### config.mk
export PLATFORM = sky130hd
export DESIGN_NAME = sat_counter
export DESIGN_NICKNAME = d
export VERILOG_FILES = /design/src/rtl/sat_counter.sv
export SDC_FILE = /design/constraint.sdc
export NUM_CORES = 1
export LEC_CHECK = 0
export CAP_MARGIN = 20
export CORE_MARGIN = 2
export CORE_UTILIZATION = 57
export CTS_BUF_LIST = sky130_fd_sc_hd__clkbuf_2
export DETAILED_ROUTE_END_ITERATION = 10
export DONT_BUFFER_PORTS = 1
export GPL_TIMING_DRIVEN = 0
export PLACE_DENSITY = 0.72
export RECOVER_POWER = 25
export SLEW_MARGIN = 15
export SYNTH_ARGS = -nofsm -noshare
export SYNTH_HDL_FRONTEND = slang
export SYNTH_SLANG_ARGS = --single-unit
### constraint.sdc
create_clock -name clk -period 2.65 [get_ports clk]
set_clock_uncertainty 0.2 [all_clocks]
set_input_delay 0.3975 -clock clk [delete_from_list [all_inputs] [get_ports clk]]
set_output_delay 0.3975 -clock clk [all_outputs]
set_load 0.05 [all_outputs]
### src/rtl/sat_counter.sv
// Saturating up-counter with synchronous clear and asynchronous active-high reset.
module sat_counter #(
  parameter int unsigned W = 16
) (
  input  logic         clk,
  input  logic         reset,
  input  logic         inc,
  input  logic         clear,
  output logic [W-1:0] count
);

  always_ff @(posedge clk or posedge reset) begin
    if (reset) begin
      count <= '0;
    end else if (clear) begin
      count <= '0;
    end else if (inc && (count != '1)) begin
      count <= count + W'(1);
    end
  end

endmodule

# Yosys cells after proc, flatten, opt, wreduce, memory -nomap -nowiden
# Cells that the tools add are included.
dict set report word_totals {
  input_bits 4
  ff_bits 16
  output_inout_bits 16
  word_cells 7
}
dict set report op_classes {
  n_reduce_logical 2
  n_eq_ne 1
  n_addsub 1
  n_mux 2
}
# cell count
set op_table {}
lappend op_table {{16-bit two-way mux} 2}
lappend op_table {{16-bit by 1-bit adder with 16-bit output, second input constant} 1}
lappend op_table {{16-bit inequality test, second input constant} 1}
lappend op_table {{2-bit nonzero test} 1}
lappend op_table {{1-bit logical AND} 1}

# Depth between registers and ports, before layout
dict set report logic_depth {
  depth_word 4
  mapped_depth 6
  ltp_nobuf 5
}

# Worst setup path after synthesis
# Ideal clock, no wire load.
dict set report synth_timing {
  path_kind {flip-flop to flip-flop}
  from {register count[0]}
  to {register count[0]}
  stages_incl_launch_ff 7
  required_ns 2.325
  synth_period_minus_slack_ns 2.335
  path_slack_ns 0.315
  t_arrival_ns 2.010
  setup_ns 0.125
  path_cell_list {dfrtp_1 ha_1 clkbuf_1 nand3_1 nor4_1 nor2b_1 mux2_2}
}
dict set report synth_via {
  elab_chain_cells 3
  word_cells_on_any_way 6
  classes_between {add/sub: 1; eq/ne: 1; mux: 2; reduce/logical: 2}
}
# element line_no
set synth_rtl {}
lappend synth_rtl {{start, declared} 9} ;# output logic [W-1:0] count
lappend synth_rtl {{start signal, assigned} 18} ;# count <= count + W'(1);
lappend synth_rtl {{16-bit by 1-bit adder with 16-bit output / 16-bit inequality test (equally long branches)} {18, 17}}
lappend synth_rtl {{16-bit two-way mux / 1-bit logical AND (equally long branches)} 17} ;# end else if (inc && (count != '1)) begin
lappend synth_rtl {{16-bit two-way mux / 2-bit nonzero test (equally long branches)} -}
# Parallel ways exist; a longest one is shown, timed or not. The select of a mux whose other input is x is not followed.
# A chain may end at the register's enable or synchronous reset.

# Worst setup path after layout
dict set report layout_timing {
  from {register count[3]}
  to {register count[13]}
}
# Same word-level chain as after synthesis.

==> flow_metrics.py <==
metrics = {
    "floorplanning": {
        "die_h_um": 44.4,
        "ioPinCount": 20,
        "start_util_pct": 61.2,
        "coreArea_um2": 1520,
        "dieArea_um2": 1970,
        "row_count": 14,
        "die_w_um": 44.4,
    },
    "outcome": {
        "outcome": "complete, no violations",
    },
    "timing": {
        "final_max_slew_viol_count": 0,
        "rsz0062_at_grt": "false",
        "setup_slack_ns": 0.118,
        "tightest_slew_ns": 0.651,
        "setup_viol": 0,
        "maxSlewHeadroom_pct": 56.6,
        "layout_min_cycle_time_ns": 2.53,
        "setup_tns_ns": 0,
        "hold_viol_final": 0,
        "fin_crit_sh_pct": 95.6,
        "fmax_ghz": 0.395,
    },
    "final_layout": {
        "largest-register": "count",
        "final-seq-area_um2": 404,
        "instances_no_fill": 122,
        "final_util_pct": 65.0,
        "multiInputGateArea_um2": 502,
        "largest_register_ff_count": 16,
        "fill_cells": 132,
        "num_antenna_cells": 0,
        "top_regs": "count x16",
        "area_growth_pct": 6.31,
        "nets": 112,
        "drive_above_1_share_pct": 14.2,
    },
    "placed_design": {
        "place_hpwl_um": 1390,
        "port_buffers": 0,
        "pre_cts_ws_ns": -0.0534,
        "place_inst": 117,
        "place.gp.congestion": 0.748,
    },
    "cts": {
        "postCtsSetupRepairBufs": 0,
        "cts_tree": "yes",
        "clkLatencyLatePin_ns": 0.30,
        "h-tree-depth": 1,
        "clock-sinks": 16,
        "cts_buffer_depth": 2,
        "cts_buffers": 3,
        "clkTransAtPathRegs_ns": 0.15,
        "root_buffer": "clkbuf_2",
    },
    "job": {
        "max-cap-violations": 0,
    },
    "synthesis": {
        "syn_inst": 101,
        "synth_area_leaders": "dfrtp_1, a21oi_1, or4_1",
        "synthDistinctLibCells": 29,
        "synth-warning-count": 0,
        "syn_area_um2": 932,
        "yosysTopAreaCell": "dfrtp_1",
        "synthTopCellsByCount": "dfrtp_1, a21oi_1, nand3_1",
        "avgSynthCellArea_um2": 9.23,
        "synth_nets": 106,
        "synth.most_common_cell": "dfrtp_1",
        "synth_edf_count": 0,
        "seq_area_frac_synth_pct": 43.0,
        "synth_seq_cells": 16,
        "synthArstFlopShare_pct": 100,
        "yosysTopAreaCellShare_pct": 43.0,
        "synth_ff_type": "dfrtp_1",
    },
    "power_and_ir_drop": {
        "irDropWorstVdd_mv": 0.257,
        "p_per_area_nw_per_um2": 407,
        "p_sw_share_pct": 28.2,
        "pwr-share-comb_pct": 6.3,
        "total_power_uw": 403,
        "p_int_uw": 289,
        "pwr-share-seq_pct": 65.3,
        "p_leak_uw": 0.000355,
        "net-switching-power_uw": 114,
        "p_clk_share_pct": 28.4,
    },
    "setup_path": {
        "critical_path_class": "reg2reg",
        "path_max_fanout": 7,
        "crit_path_end_kind": "flop",
        "cp-start-kind": "flop",
        "worstPathArrival_ns": 2.58,
        "cp.required_ns": 2.70,
    },
    "detailed_routing": {
        "wire_per_inst_um": 16.7,
        "vias": 845,
        "drt-vias-per-instance": 6.93,
        "remaining_drc_errors": 0,
        "firstDrtPassIters": 4,
        "drtIter0Drc": 18,
        "finalWirelength_um": 2040,
        "ant_nets": 0,
    },
    "global_routing": {
        "grt_overflow": 0,
        "track_usage_pct": 24.6,
        "grt_max_degree": 17,
        "first_global_vias": 766,
        "grt_pass1_wl_um": 3490,
        "antenna_found_initial": 0,
    },
    "worst_hold_path": {
        "hold_class": "in2reg",
    },
}
==> final cells by class <==
class / count / share of cell area [%]
Multi-Input combinational cell: 78 / 50.6
Tap cell: 16 / 2.02
Timing Repair Buffer: 1 / 1.01
Inverter: 3 / 1.14
Clock buffer: 3 / 1.52
Buffer: 4 / 2.53
Clock inverter: 1 / 0.379
Sequential cell: 16 / 40.8
==> stage by stage <==
stage               hold WS [ns]  area [µm²]
floorplan                  0.111         932
global placement           0.187         952
detailed placement         0.198         952
CTS                       0.0926         988
global route               0.105         991
finish                    0.0919         991
==> worst paths after layout <==
check	start	endpoint	slack, ns	depth (start not counted)
max in group asynchronous	reset	count[1]$_DFFE_PP0P_	1.46	2
setup / recovery	count[3]$_DFFE_PP0P_	count[13]$_DFFE_PP0P_	0.12	4
hold reg to reg	count[1]$_DFFE_PP0P_	count[1]$_DFFE_PP0P_	0.55	2
hold / removal	clear	count[7]$_DFFE_PP0P_	0.09	2
setup reg to reg	count[3]$_DFFE_PP0P_	count[13]$_DFFE_PP0P_	0.12	4
min in group asynchronous	reset	count[10]$_DFFE_PP0P_	0.38	2
==> worst max-delay path: stages, from the launching register on <==
cell	delay, ns
dfrtp_1	0.76
nand4_1	0.35
or4_4	0.60
or4_1	0.42
a21oi_1	0.14
==> per-layer routing <==
layer	vias to the layer above	GRT usage, %	part of all wire (%)
met5	-	0	0
met4	0	10.9	1.7
met3	5	6.12	5.2
met2	29	37.6	48
met1	404	32.9	45
li1	407	-	-
==> kinds of logic after synthesis <==
kind of cell / synth area share (%)
buffers and inverters: 3.89
and+or+nand+nor: 32.6
AOI/OAI and AO/OA: 15.7
adders and majority gates: 1.34
DFF: 43.0
muxes: 3.49
==> power groups by stage <==
stage / logic, µW / clock network (µW) / registers (µW)
after floorplan: 19.3 / 0 / 266
after detailed placement: 25.1 / 0 / 267
after global placement: 23.8 / 0 / 267
final: 25.6 / 114 / 263
after CTS: 26.2 / 115 / 263
after global routing: 29.8 / 125 / 264
==> what timing repair did <==
item / 4_1_cts / 5_1_grt
cloned: 0 / 0
resized for setup: 2 / 2
endpoints found under the setup margin: 1 / 3
hold buffers: 1 / 0
endpoints found under the hold margin: 16 / 0
==> cells in the final DEF (no fill, tap or decap), types with 3 or more instances in the layout <==
master	n
dfrtp_2	3
o31ai_1	5
nor2b_1	3
nor2_1	3
clkbuf_2	4
nand4_1	4
or4_1	6
a21oi_1	12
inv_1	3
o21ai_0	5
nor3_1	4
dfrtp_1	13
or3_1	6
nand3_1	7
nand2_1	6
Power figures use the tool's default switching activity.
